File: src/rtl/tiny_cpu_pkg.sv
// Shared TinyCPU definitions: bus widths, the NOP encoding and the sequencer state type.
package tiny_cpu_pkg;

  localparam int INSTR_W  = 12;
  localparam int RESULT_W = 8;

  localparam logic [INSTR_W-1:0] NOP = 12'h000;

  typedef enum logic [1:0] {
    IDLE   = 2'd0,
    RUN    = 2'd1,
    FINISH = 2'd2
  } seq_state_e;

endpackage

File: src/rtl/tiny_cpu_prog_mem.sv
// Program store: DEPTH x INSTR_W words, synchronous write, asynchronous read, no reset.
module tiny_cpu_prog_mem
  import tiny_cpu_pkg::*;
#(
  parameter int DEPTH = 16,
  parameter int AW    = 4
) (
  input  logic               Clk,
  input  logic               we,
  input  logic [AW-1:0]      waddr,
  input  logic [INSTR_W-1:0] wdata,
  input  logic [AW-1:0]      raddr,
  output logic [INSTR_W-1:0] rdata
);

  logic [INSTR_W-1:0] mem [DEPTH];

  // Write port; contents survive reset so a program can be rerun after an abort.
  always_ff @(posedge Clk) begin
    if (we) mem[waddr] <= wdata;
  end

  assign rdata = mem[raddr];

endmodule

File: src/rtl/tiny_cpu_sequencer.sv
// Drives a stored program onto the CPU In bus one word at a time and captures each Result.
module tiny_cpu_sequencer
  import tiny_cpu_pkg::*;
#(
  parameter int DEPTH   = 16,
  parameter int AW      = 4,
  parameter int RES_LAT = 1
) (
  input  logic                Clk,
  input  logic                Rst_n,
  input  logic                Prog_we,
  input  logic [AW-1:0]       Prog_addr,
  input  logic [INSTR_W-1:0]  Prog_data,
  input  logic                Start,
  input  logic [AW:0]         Length,
  output logic                Busy,
  output logic                Done,
  output logic [INSTR_W-1:0]  In,
  input  logic [RESULT_W-1:0] Result,
  output logic                Res_valid,
  output logic [RESULT_W-1:0] Res_data,
  output logic [AW-1:0]       Res_index
);

  // Wait counter is at least one bit wide even for a combinational CPU.
  localparam int CW = (RES_LAT < 1) ? 1 : $clog2(RES_LAT + 1);
  localparam logic [CW-1:0] CNT_RELOAD = CW'(RES_LAT);
  localparam logic [AW:0]   DEPTH_L    = (AW+1)'(DEPTH);

  seq_state_e         state, state_nx;
  logic [AW-1:0]      pc;
  logic [AW:0]        len;
  logic [CW-1:0]      cnt;
  logic [AW:0]        len_cl;
  logic [AW-1:0]      rd_addr;
  logic [INSTR_W-1:0] rd_data;
  logic               load, cap, is_last;

  // Slot 0 is fetched on launch, pc+1 on every advance; pc never passes len-1, so no wrap.
  assign rd_addr = (state == RUN) ? pc + 1'b1 : '0;
  assign len_cl  = (Length > DEPTH_L) ? DEPTH_L : Length;
  assign is_last = ({1'b0, pc} == (len - 1'b1));
  assign Busy    = (state != IDLE);

  tiny_cpu_prog_mem #(.DEPTH(DEPTH), .AW(AW)) u_mem (
    .Clk   (Clk),
    .we    (Prog_we && (state == IDLE)),
    .waddr (Prog_addr),
    .wdata (Prog_data),
    .raddr (rd_addr),
    .rdata (rd_data)
  );

  // State register.
  always_ff @(posedge Clk or negedge Rst_n) begin
    if (!Rst_n) state <= IDLE;
    else        state <= state_nx;
  end

  // Next state plus launch/capture strobes for the datapath.
  always_comb begin
    state_nx = state;
    load     = 1'b0;
    cap      = 1'b0;
    case (state)
      IDLE: begin
        if (Start) begin
          if (Length == '0) state_nx = FINISH;
          else begin
            state_nx = RUN;
            load     = 1'b1;
          end
        end
      end
      RUN: begin
        if (cnt == '0) begin
          cap = 1'b1;
          if (is_last) state_nx = FINISH;
        end
      end
      FINISH:  state_nx = IDLE;
      default: state_nx = IDLE;
    endcase
  end

  // Datapath: program counter, latency counter, In bus and result capture.
  // Done is registered off FINISH so it lands one cycle after the last Res_valid.
  always_ff @(posedge Clk or negedge Rst_n) begin
    if (!Rst_n) begin
      pc        <= '0;
      len       <= '0;
      cnt       <= '0;
      In        <= NOP;
      Done      <= 1'b0;
      Res_valid <= 1'b0;
      Res_data  <= '0;
      Res_index <= '0;
    end else begin
      Res_valid <= cap;
      Done      <= (state == FINISH);
      if (load) begin
        len <= len_cl;
        pc  <= '0;
        In  <= rd_data;
        cnt <= CNT_RELOAD;
      end else if (state == RUN) begin
        if (cnt != '0) begin
          cnt <= cnt - 1'b1;
        end else begin
          Res_data  <= Result;
          Res_index <= pc;
          if (is_last) begin
            In <= NOP;
          end else begin
            pc  <= pc + 1'b1;
            In  <= rd_data;
            cnt <= CNT_RELOAD;
          end
        end
      end
    end
  end

endmodule
File: config.mk
export PLATFORM = sky130hd
export DESIGN_NAME = tiny_cpu_sequencer
export DESIGN_NICKNAME = d
export VERILOG_FILES = /design/src/rtl/tiny_cpu_pkg.sv /design/src/rtl/tiny_cpu_prog_mem.sv /design/src/rtl/tiny_cpu_sequencer.sv
export SDC_FILE = /design/constraint.sdc
export NUM_CORES = 1
export LEC_CHECK = 0
export ABC_AREA = 1
export CAP_MARGIN = 20
export CORE_ASPECT_RATIO = 1.5
export CORE_MARGIN = 2
export CORE_UTILIZATION = 45
export CTS_BUF_LIST = sky130_fd_sc_hd__clkbuf_16
export CTS_CLUSTER_SIZE = 30
export DETAILED_ROUTE_END_ITERATION = 12
export GPL_ROUTABILITY_DRIVEN = 0
export HOLD_SLACK_MARGIN = 0.15
export PLACE_DENSITY = 0.63
export SYNTH_ARGS = -nofsm -noshare
export SYNTH_HDL_FRONTEND = slang
export SYNTH_SLANG_ARGS = --single-unit
File: constraint.sdc
create_clock -name Clk -period 6.2 [get_ports Clk]
set_clock_uncertainty 0.2 [all_clocks]
set_input_delay 1.55 -clock Clk [delete_from_list [all_inputs] [get_ports Clk]]
set_output_delay 1.55 -clock Clk [all_outputs]
set_load 0.05 [all_outputs]
; ---- Yosys cells after proc, flatten, opt, wreduce, memory -nomap -nowiden
; Memories as Yosys holds them, arrays and structs flattened.
; Index checks and enable logic that the tools add are counted.
[word_totals]
register_bits = 38
latch_bits = 0
ramBits = 192
rom_bits = 0
inputBits = 33
memories = 1
[mem_list]
columns = name, words, width, rd, rd_ports_with_merged_regs, write_ports, line_no
row1 = u_mem.mem, 16, 12, 1, 0, 1, tiny_cpu_prog_mem.sv:16  ; logic [INSTR_W-1:0] mem [DEPTH];
[classes]
add_sub_neg = 3
multipliers = 0
div = 0
order_cmp = 1
n_eq_ne = 8
shifts = 0
muxes = 26
bitwise_logic = 2
reduce_logical = 9
[ops]
columns = cell, n
row1 = $mux W12, 4
row2 = $mux W4, 5
row3 = $mux W1, 11
row4 = $reduce_and A3 Y1, 3
row5 = $mux W2, 4
row6 = $ne A2 B2 Y1 const B, 4
row7 = $eq A4 B5 Y1, 1
row8 = $gt A5 B5 Y1 const B, 1
row9 = $logic_not A5 Y1, 1
row10 = $mux W5, 1
row11 = $sub A5 B1 Y5 const B, 1
row12 = $add A4 B1 Y4 const B, 1
row13 = $pmux W2 S2, 1
row14 = $reduce_bool A2 Y1, 2
row15 = $eq A2 B1 Y1 const B, 1
row16 = $eq A2 B2 Y1 const B, 1
row17 = $logic_not A2 Y1, 1
row18 = $ne A2 B1 Y1 const B, 1
row19 = $not A1 Y1, 2
row20 = $reduce_and A2 Y1, 1
row21 = $logic_and A1 B1 Y1, 1
row22 = $sub A1 B1 Y1 const B, 1

; ---- Logic depth before layout (Yosys ltp)
; Gate-level depths: netlist of run 1.
; An unclocked memory read counts as a cell.
[logic_depth]
ltp_word = 7
mapped_depth = 12
depth_no_buf = 11

; ---- By module
; From an unflattened synthesis of run 1, not the netlist that was laid out.
[hier_totals]
hier_cells = 1018
hier_area_um2 = 10116.0
[modules_own_cells]
columns = mod, instances, cells_each, area_per_inst_um2
row1 = tiny_cpu_prog_mem, 1, 801, 8321.7
row2 = tiny_cpu_sequencer, 1, 217, 1794.2

; ---- Worst setup path after synthesis of run 1
; No wires, ideal clock.
[synth_path]
path_kind = input port to flip-flop
start = in Prog_we
end = mem u_mem.mem[0][0] (enable)
setup_ps = 380
t_arrival_ps = 2459
required_time_ps = 5620
setup_slack_ps = 3160
stages = 4
path_cell_list = inv_1 -> nor2_1 -> nand3_1 -> nor2_1
[synth_via]
elab_chain_len = 3
[synth_lines]
columns = item, line_no
row1 = "start, declared", tiny_cpu_sequencer.sv:11  ; input logic Prog_we,
row2 = $logic_and A1 B1 Y1, tiny_cpu_sequencer.sv:47  ; .we (Prog_we && (state == IDLE)),
row3 = $mux W1, tiny_cpu_prog_mem.sv:20  ; if (we) mem[waddr] <= wdata;
row4 = $mux W1 (not written as such), tiny_cpu_prog_mem.sv:20
row5 = "end, declared", tiny_cpu_prog_mem.sv:16
; Every way passes these cells.

; ---- Worst setup path after layout of run 1
[layout_path]
start = in Prog_we
end = mem u_mem.mem[8][2] (enable)
; Same word-level chain as after synthesis.

==> results of run 1 <==
## where the power goes
group,switching (mW),total (mW),internal [mW]
Combinational,0.0500,0.0738,0.0239
Sequential,0.00130,1.68,1.68
Clock,0.535,1.32,0.784
Total,0.586,3.07,2.49
## logic make-up (layout without fill, tap and decap cells)
| group | count (synthesis) | in the layout | share of synthesized area, % |
|---|---|---|---|
| AOI/OAI and AO/OA | 45 | 45 | 2.32 |
| DFF | 230 | 230 | 68.4 |
| buffers and inverters | 170 | 231 | 7.02 |
| muxes | 1 | 1 | 0.102 |
| xor gates and xnor gates | 8 | 8 | 0.714 |
| and+or+nand+nor | 498 | 498 | 21.2 |
| adders and majority gates | 2 | 2 | 0.255 |
## how the worst max path moves through the flow
stage	from	end	slack, ns	cells after the start
2_1_floorplan	Prog_we	u_mem.mem[0][0]$_DFFE_PP_	3.16	4
3_3_place_gp	Prog_we	u_mem.mem[5][7]$_DFFE_PP_	1.99	5
3_5_place_dp	Prog_we	u_mem.mem[5][2]$_DFFE_PP_	2.01	5
4_1_cts	state[0]$_DFFE_PN0P_	Busy	2.45	3
5_1_grt	Prog_we	u_mem.mem[9][0]$_DFFE_PP_	2.35	5
6_report	Prog_we	u_mem.mem[8][2]$_DFFE_PP_	2.47	5
## sequential cells by signal (all words and copies together), names as in the netlist
signal / flops
Done: 1
In: 12
Res_data: 8
Res_index: 4
Res_valid: 1
cnt: 1
len: 5
pc: 4
state: 2
u_mem.mem: 192
## worst min-delay path: stages (launching register included)
cell                      delay [ns]
sky130_fd_sc_hd__dfrtp_1        0.34
sky130_fd_sc_hd__nand2_1        0.05
sky130_fd_sc_hd__nand2_1        0.05
## layout make-up
type | instances | area (µm²) | area share, %
multi-input cells | 554 | 2430 | 21.5
repair buffers | 67 | 646 | 5.70
clock inverters | 15 | 180 | 1.59
well taps | 272 | 340 | 3.01
clock buffers | 21 | 526 | 4.64
inverters | 128 | 482 | 4.26
flip-flops and latches | 230 | 6720 | 59.3
## Yosys cell counts
cell type,n,area share [%]
sky130_fd_sc_hd__edfxtp_1,192,59
sky130_fd_sc_hd__buf_6,1,0.11
sky130_fd_sc_hd__ha_1,2,0.25
sky130_fd_sc_hd__clkbuf_1,18,0.69
sky130_fd_sc_hd__xnor2_1,2,0.18
sky130_fd_sc_hd__nand3_1,150,7.6
sky130_fd_sc_hd__nor2_4,1,0.11
sky130_fd_sc_hd__buf_1,1,0.038
sky130_fd_sc_hd__buf_4,6,0.46
sky130_fd_sc_hd__nand2_1,221,8.5
sky130_fd_sc_hd__xor2_1,6,0.54
sky130_fd_sc_hd__dfrtp_1,38,9.7
sky130_fd_sc_hd__mux2i_1,1,0.10
sky130_fd_sc_hd__inv_1,123,4.7
sky130_fd_sc_hd__inv_2,4,0.15
sky130_fd_sc_hd__nor2_1,122,4.7
sky130_fd_sc_hd__nand2_2,2,0.13
sky130_fd_sc_hd__o21ai_0,44,2.2
sky130_fd_sc_hd__nor4_1,1,0.064
sky130_fd_sc_hd__clkinv_2,1,0.051
sky130_fd_sc_hd__o211ai_1,1,0.077
sky130_fd_sc_hd__buf_2,16,0.82
sky130_fd_sc_hd__nand3_2,1,0.10
## layer usage
metal / vias up / wire (µm) / global-route usage [%]
met3: 51 / 993 / 2.20
met4: 0 / 903 / 7.91
met5: - / 0 / 0
li1: 3207 / - / -
met2: 185 / 12500 / 39.2
met1: 3033 / 8410 / 21.5
==> flow_results.org, run 1 <==
** Floorplan
- Total die area :: approximately 23000 µm²
- Area of the placeable core :: 21600 µm²
- Number of rows in the core area :: 66
- 60 I/O pins were placed.
- The floorplan step set the die width to 125 µm.
- Die outline height :: between 150 and 200 µm
- Effective utilization at floorplan :: 45.5%

** Global route
- Via count of the first global-routing pass :: 6240
- The initial antenna violation count came to 0.
- Entering global routing, the biggest net connects 80 pins.
- Aggregate global routing overflow :: 0
- The first global-routing pass estimated about 34000 µm of wire.
- Global routing used 19.8% of the available tracks.

** Place
- Including well taps, the total number of placed cells is around 1.2k.
- Cell Area, Placed :: 10600 µm²
- Worst Setup Slack post-DPL :: 2.01 ns
- HPWL Detailed :: 14500 µm
- Input and output buffers added on the ports amount to slightly below 60.

** STA
- The number of hold violations in the final report was 0.
- In the finished design, the share of the clock period the worst path needs comes to 60.1%.
- Setup-failing EPs final :: 0
- At the pin with the least slew margin, the transition time is 1.06 ns.
- Number of pins with negative max-slew slack in the final report :: 0
- On the final layout, the worst hold slack is 0.269 ns.
- Accumulated negative setup slack :: 0 ns
- Fin crit period :: 3.73 ns
- In this run the tightest slew margin relative to its limit is 28.8%.
- Worst setup margin :: 2.47 ns
- Setup repair after global routing left no endpoint under its margin.
- Top achievable clock speed :: 268 MHz

** Synth
- Sequential element share of the synthesized area :: 68.4%
- Post-synthesis instance area :: roughly 10000 µm²
- For this run, the number of Yosys warnings is 0.
- Syn nets :: 989
- Post-Synthesis Cells :: about 950
- Dividing the synthesized area by the synthesized cell count gives 10.3 µm².
- In this run, synthesis produced a sequential element count of 230.
- Post-synthesis cell type count :: 23

** Min path
- Worst Hold Path Cells :: 2
- For hold timing, the worst endpoint is Res_data[4]$_DFFE_PN0P_.
- In this run the worst hold path is classified as flop to flop.
- Worst min-delay path startpoint :: Res_data[4]$_DFFE_PN0P_

** Final layout
- At the end of the flow the core is filled with cells to around 53%.
- The net count of the finished layout is 1037.
- Growth of design area from synthesis to finish :: 15.3%
- Total non-filler cell area in the finished layout :: 11300 µm²
- Filler cell count in the final layout :: 1916
- Commonest cells after routing, fill and taps aside :: sky130_fd_sc_hd__nand2_1 (221), sky130_fd_sc_hd__edfxtp_1 (192), sky130_fd_sc_hd__nand3_1 (149)
- Leading cell type in the layout, fill and taps excluded :: sky130_fd_sc_hd__nand2_1
- After the flow finishes, the layout carries non-filler instances totaling about 1.3k.
- In the final layout, the share of cells above drive strength 1 is 5.02%.
- Count of antenna diodes in the layout :: 0

** Worst setup path
- The signal on the critical path passes through clkdlybuf4s50_1 > inv_1 > nor2_1 > nand3_1 > nor2_1.
- Cell family contributing the most delay on the critical path :: simple AND/OR/NAND/NOR gates
- Largest stage delay on the critical path :: approximately 0.89 ns
- For the worst setup path, the data arrival time is roughly 3.6 ns.
- Kind of launch point of the worst setup path :: input port
- R2R depth :: 9
- Together, buffers and inverters on the worst path number 2.
- Start-to-end type of the worst setup path :: input port to flop
- Master of the slowest instance on the critical path :: sky130_fd_sc_hd__nor2_1
- In this run the critical register-to-register path is captured at In[0]$_DFFE_PN0P_.
- Highest fanout seen on the critical path :: 12
- By instance count, the cell type seen most on the critical path is sky130_fd_sc_hd__nor2_1.
- In this run the register-to-register setup slack is between 3 and 4 ns.
- Worst endpoint required time :: between 6 and 7 ns
- Beginning of the worst register-to-register path :: pc[0]$_DFFE_PN0P_
- STA classifies the critical path endpoint as a flop.

** Drt
- First drt pass iteration count :: 5
- In the routed design, unresolved DRC markers number 0.
- After detailed routing, the average wire length per cell comes to 17.7 µm.
- Final wirelength :: 22800 µm
- After detailed routing, the number of vias per cell comes to roughly 5.
- Via count :: about 6.5k
- The count of nets left with antenna violations once routing finished came out at 0.
- After the first detailed-routing iteration, the DRC count stood at between 300 and 400.

** Clock network
- Maximum buffer depth of the clock tree :: 3
- The tree is rooted in a sky130_fd_sc_hd__clkbuf_16.
- Setup repair bufs after CTS :: 0
- Cts-stage hold buffer count :: 0
- Clock-pin slew of the registers on the worst-case setup and hold paths :: 0.06 ns
- The clock reaches the later pin of the worst-skew pair after 0.49 ns.
- Clock buffer count from CTS :: 21
- Count of instances resized after the clock tree is built :: 0
- TritonCTS clock tree :: built
- For this design, the sink count on the clock tree is 230.
- In this run the number of H-tree levels came out at 1.

** Pwr
- The design draws 3.07 mW.
- Leakage :: 4.66 nW
- Power density of the placed cells :: 271 nW/µm²
- Worst VDD drop :: 186 µV

** Run
- Across the run, the number of max-cap violations was 0.

** Run status
- The run finished with clean final reports.
No activity file was read; power rests on OpenSTA's default activity.
==> run 2: changes to the inputs <==
PLACE_DENSITY = 0.66   (was 0.63)
clock period = 3.2 ns   (was 6.2 ns; I/O delays follow)
==> run 2 against run 1 <==
First-iteration DRC count increased by 34%. Sequential power rose by 93%. Sequential share of layout area fell by 1.2 points. Hold slack worse by 0.061 ns. Die area stayed put. Flip-flop and latch count unchanged. Count of clock-buffer cells in the layout unchanged. Non-clock buffer count grew 33. Design area grew 2.1%. Highest routed layer unchanged.
==> flow_results.org, run 2 (synthesis results as in run 1) <==
** Run status
- The run finished with clean final reports.

** STA
- Fin crit share :: between 90% and 100%
- Slew of the pin with the lowest slew margin :: 0.836 ns (-0.228 ns)
- Top achievable clock speed :: ~330 MHz
- Final hold violation count :: 0 (unchanged)
- Fin crit period :: about 3 ns
- The count of endpoints failing setup in the final report is 0 (unchanged).
- Worst hold-check slack :: 0.208 ns (-0.0610 ns)
- The total count of max-transition violations in the final report was 0 (unchanged).
- The post-route setup TNS was 0 ns (unchanged).
- Worst-case headroom to the max-slew limit :: 44.3% (+15 points)
- RSZ-0062 raised after global routing :: false

** Floorplan
- The number of placement rows was 66 (unchanged).
- The starting density of the core was 45.5% (unchanged).
- Total die area :: 23000 µm² (unchanged)
- Die X-Extent :: 125 µm (unchanged)
- The die extent in y came to 185 µm (unchanged).
- I/O pin cnt :: 60 (unchanged)
- The core region area was 21600 µm² (unchanged).

** Clock network
- Cts-stage hold buffer count :: 0 (unchanged)
- Count of instances resized after the clock tree is built :: 0 (unchanged)
- Clock-pin slew of the registers on the worst-case setup and hold paths :: 0.07 ns (about the same)
- Insertion delay of the later-clocked pin in the worst-skew pair :: 0.49 ns (about the same)
- Setup repair bufs after CTS :: 0 (unchanged)
- TritonCTS clock tree :: built
- The level count of the clock H-tree was 1 (unchanged).
- The largest buffer count on any clock path was 3 (unchanged).
- Clock buffer count from CTS :: 21 (unchanged)
- Clock tree synthesis selected as its root buffer the cell sky130_fd_sc_hd__clkbuf_16.
- Sink count of the clock tree :: 230 (unchanged)

** Global route
- The global-route usage over all layers was 20.7% (+0.85 points).
- The initial antenna violation count was 0 (unchanged).
- Via count of the first global-routing pass :: 6460 (+3.5%)
- Global-route wire length before repair :: 35900 µm (+4.2%)
- Pin count of the biggest net entering global routing :: 97 (+21%)
- Aggregate global routing overflow :: 0 (unchanged)

** Worst setup path
- The critical path data required time came to 2.20 ns (-3.91 ns).
- STA classifies the critical path startpoint as a flop.
- Highest fanout seen on the critical path :: 6 (-6)
- The critical path arrival came to 1.99 ns (-1.65 ns).
- Critical path endpoint category :: primary output
- Start-to-end type of the worst setup path :: flop to primary output

** Drt
- Top routing layer used :: met4
- The total number of vias is 6718 (+3.7%).
- The ratio of routed vias to standard cells was 5.09 (+1.1%).
- The aggregate routed wire length is 23700 µm (+4.2%).
- Total met3 wirelength after detailed routing :: 1170 µm (+17%)
- Wl on met1 :: 8600 µm (+2.3%)
- Number of DRC markers after the initial detailed-route iteration :: 462 (+34%)
- The amount of wire on met2 after detailed routing came to 12500 µm (+0.35%).
- First drt pass iteration count :: 5 (unchanged)
- The remaining design rule violation count came to 0 (unchanged).
- The residual antenna-violating net count after detailed routing was 0 (unchanged).
- The wire length per cell came to 18.0 µm (+1.6%).

** Final layout
- Max reg flops :: 192 (unchanged)
- Commonest cells after routing, fill and taps aside :: sky130_fd_sc_hd__nand2_1 (221), sky130_fd_sc_hd__edfxtp_1 (192), sky130_fd_sc_hd__nand3_1 (149)
- Leading cell type in the layout, fill and taps excluded :: sky130_fd_sc_hd__nand2_1
- Counting flops per register, the top entry is u_mem.mem.
- The area growth from synthesis to layout is 17.7%.
- The number of diodes was 0 (unchanged).
- The final net count was 1070 (+3.2%).
- Largest registers :: u_mem.mem x192, In x12, Res_data x8
- Post-layout instance count excluding filler cells :: 1320 (+2.6%)
- The fraction of layout cells with a size suffix above 1 is 7.82% (+2.8 points).
- Filler cell count in the final layout :: 1872 (-2.3%)

** Min path
- The tightest min-delay check is of the input port to async pin type.

** Pwr
- The cell leakage power is 4.83 nW (+3.6%).
- Power density of the placed cells :: 501 nW/µm² (+85%)
- Worst VDD drop :: 312 µV (+68%)
- The post-route total power came to 5.79 mW (+89%).

** Place
- The detailed placer's ending HPWL was 15600 µm (+7.3%).
- The number of buffers added on ports was 59 (unchanged).
- Total instance count after detailed placement :: 1284 (+2.8%)

** Run
- Max-cap violations :: 0 (unchanged)
==> run 2: through the flow <==
| stage | setup WS, ns | util, % | area [µm²] |
|---|---|---|---|
| global placement | 0.304 | 50.6 | 10900 |
| floorplan | 0.894 | - | 9820 |
| detailed placement | 0.292 | 50.6 | 10900 |
| CTS | 0.188 | 53.6 | 11600 |
| global route | 0.120 | 53.6 | 11600 |
| finish | 0.206 | 53.6 | 11600 |
==> run 2: path summary, 6_finish.rpt <==
kind | to | slack, ns | start | cells past startpoint
min in group Clk | Res_data[6]$_DFFE_PN0P_ | 0.27 | Res_data[6]$_DFFE_PN0P_ | 2
hold reg to reg | Res_data[6]$_DFFE_PN0P_ | 0.27 | Res_data[6]$_DFFE_PN0P_ | 2
hold / removal | pc[0]$_DFFE_PN0P_ | 0.21 | Rst_n | 1
max in group asynchronous | Res_data[4]$_DFFE_PN0P_ | 2.06 | Rst_n | 1
setup reg to reg | In[6]$_DFFE_PN0P_ | 0.73 | pc[0]$_DFFE_PN0P_ | 10
setup / recovery | Busy | 0.21 | state[0]$_DFFE_PN0P_ | 3
==> run 2: final cells by class <==
cell class                      count  area, µm²  share of cell area [%]
Clock buffer                       21        526                    4.55
Tap cell                          272        340                    2.94
Inverter                          128        482                    4.17
Clock inverter                     15        120                    1.04
Timing Repair Buffer              100        943                    8.16
Sequential cell                   230       6720                    58.1
Multi-Input combinational cell    554       2430                    21.0
==> run 2: report_power, final <==
group / internal [mW] / switching, mW / leakage [nW]
combinational: 0.0551 / 0.103 / 2.31
sequential: 3.25 / 0.00247 / 2.18
clock: 1.35 / 1.03 / 0.329
==> run 2: per-layer routing <==
layer	GRT usage [%]	up-vias
li1	-	3277
met1	22.5	3141
met2	38.7	227
met3	2.51	73
met4	12.0	0
met5	0	-
==> run 2: worst max-delay path: stages, from the launching register on <==
cell	delay, ns
sky130_fd_sc_hd__dfrtp_1	0.50
sky130_fd_sc_hd__nor2_1	0.11
sky130_fd_sc_hd__inv_1	0.09
sky130_fd_sc_hd__clkdlybuf4s50_1	0.80
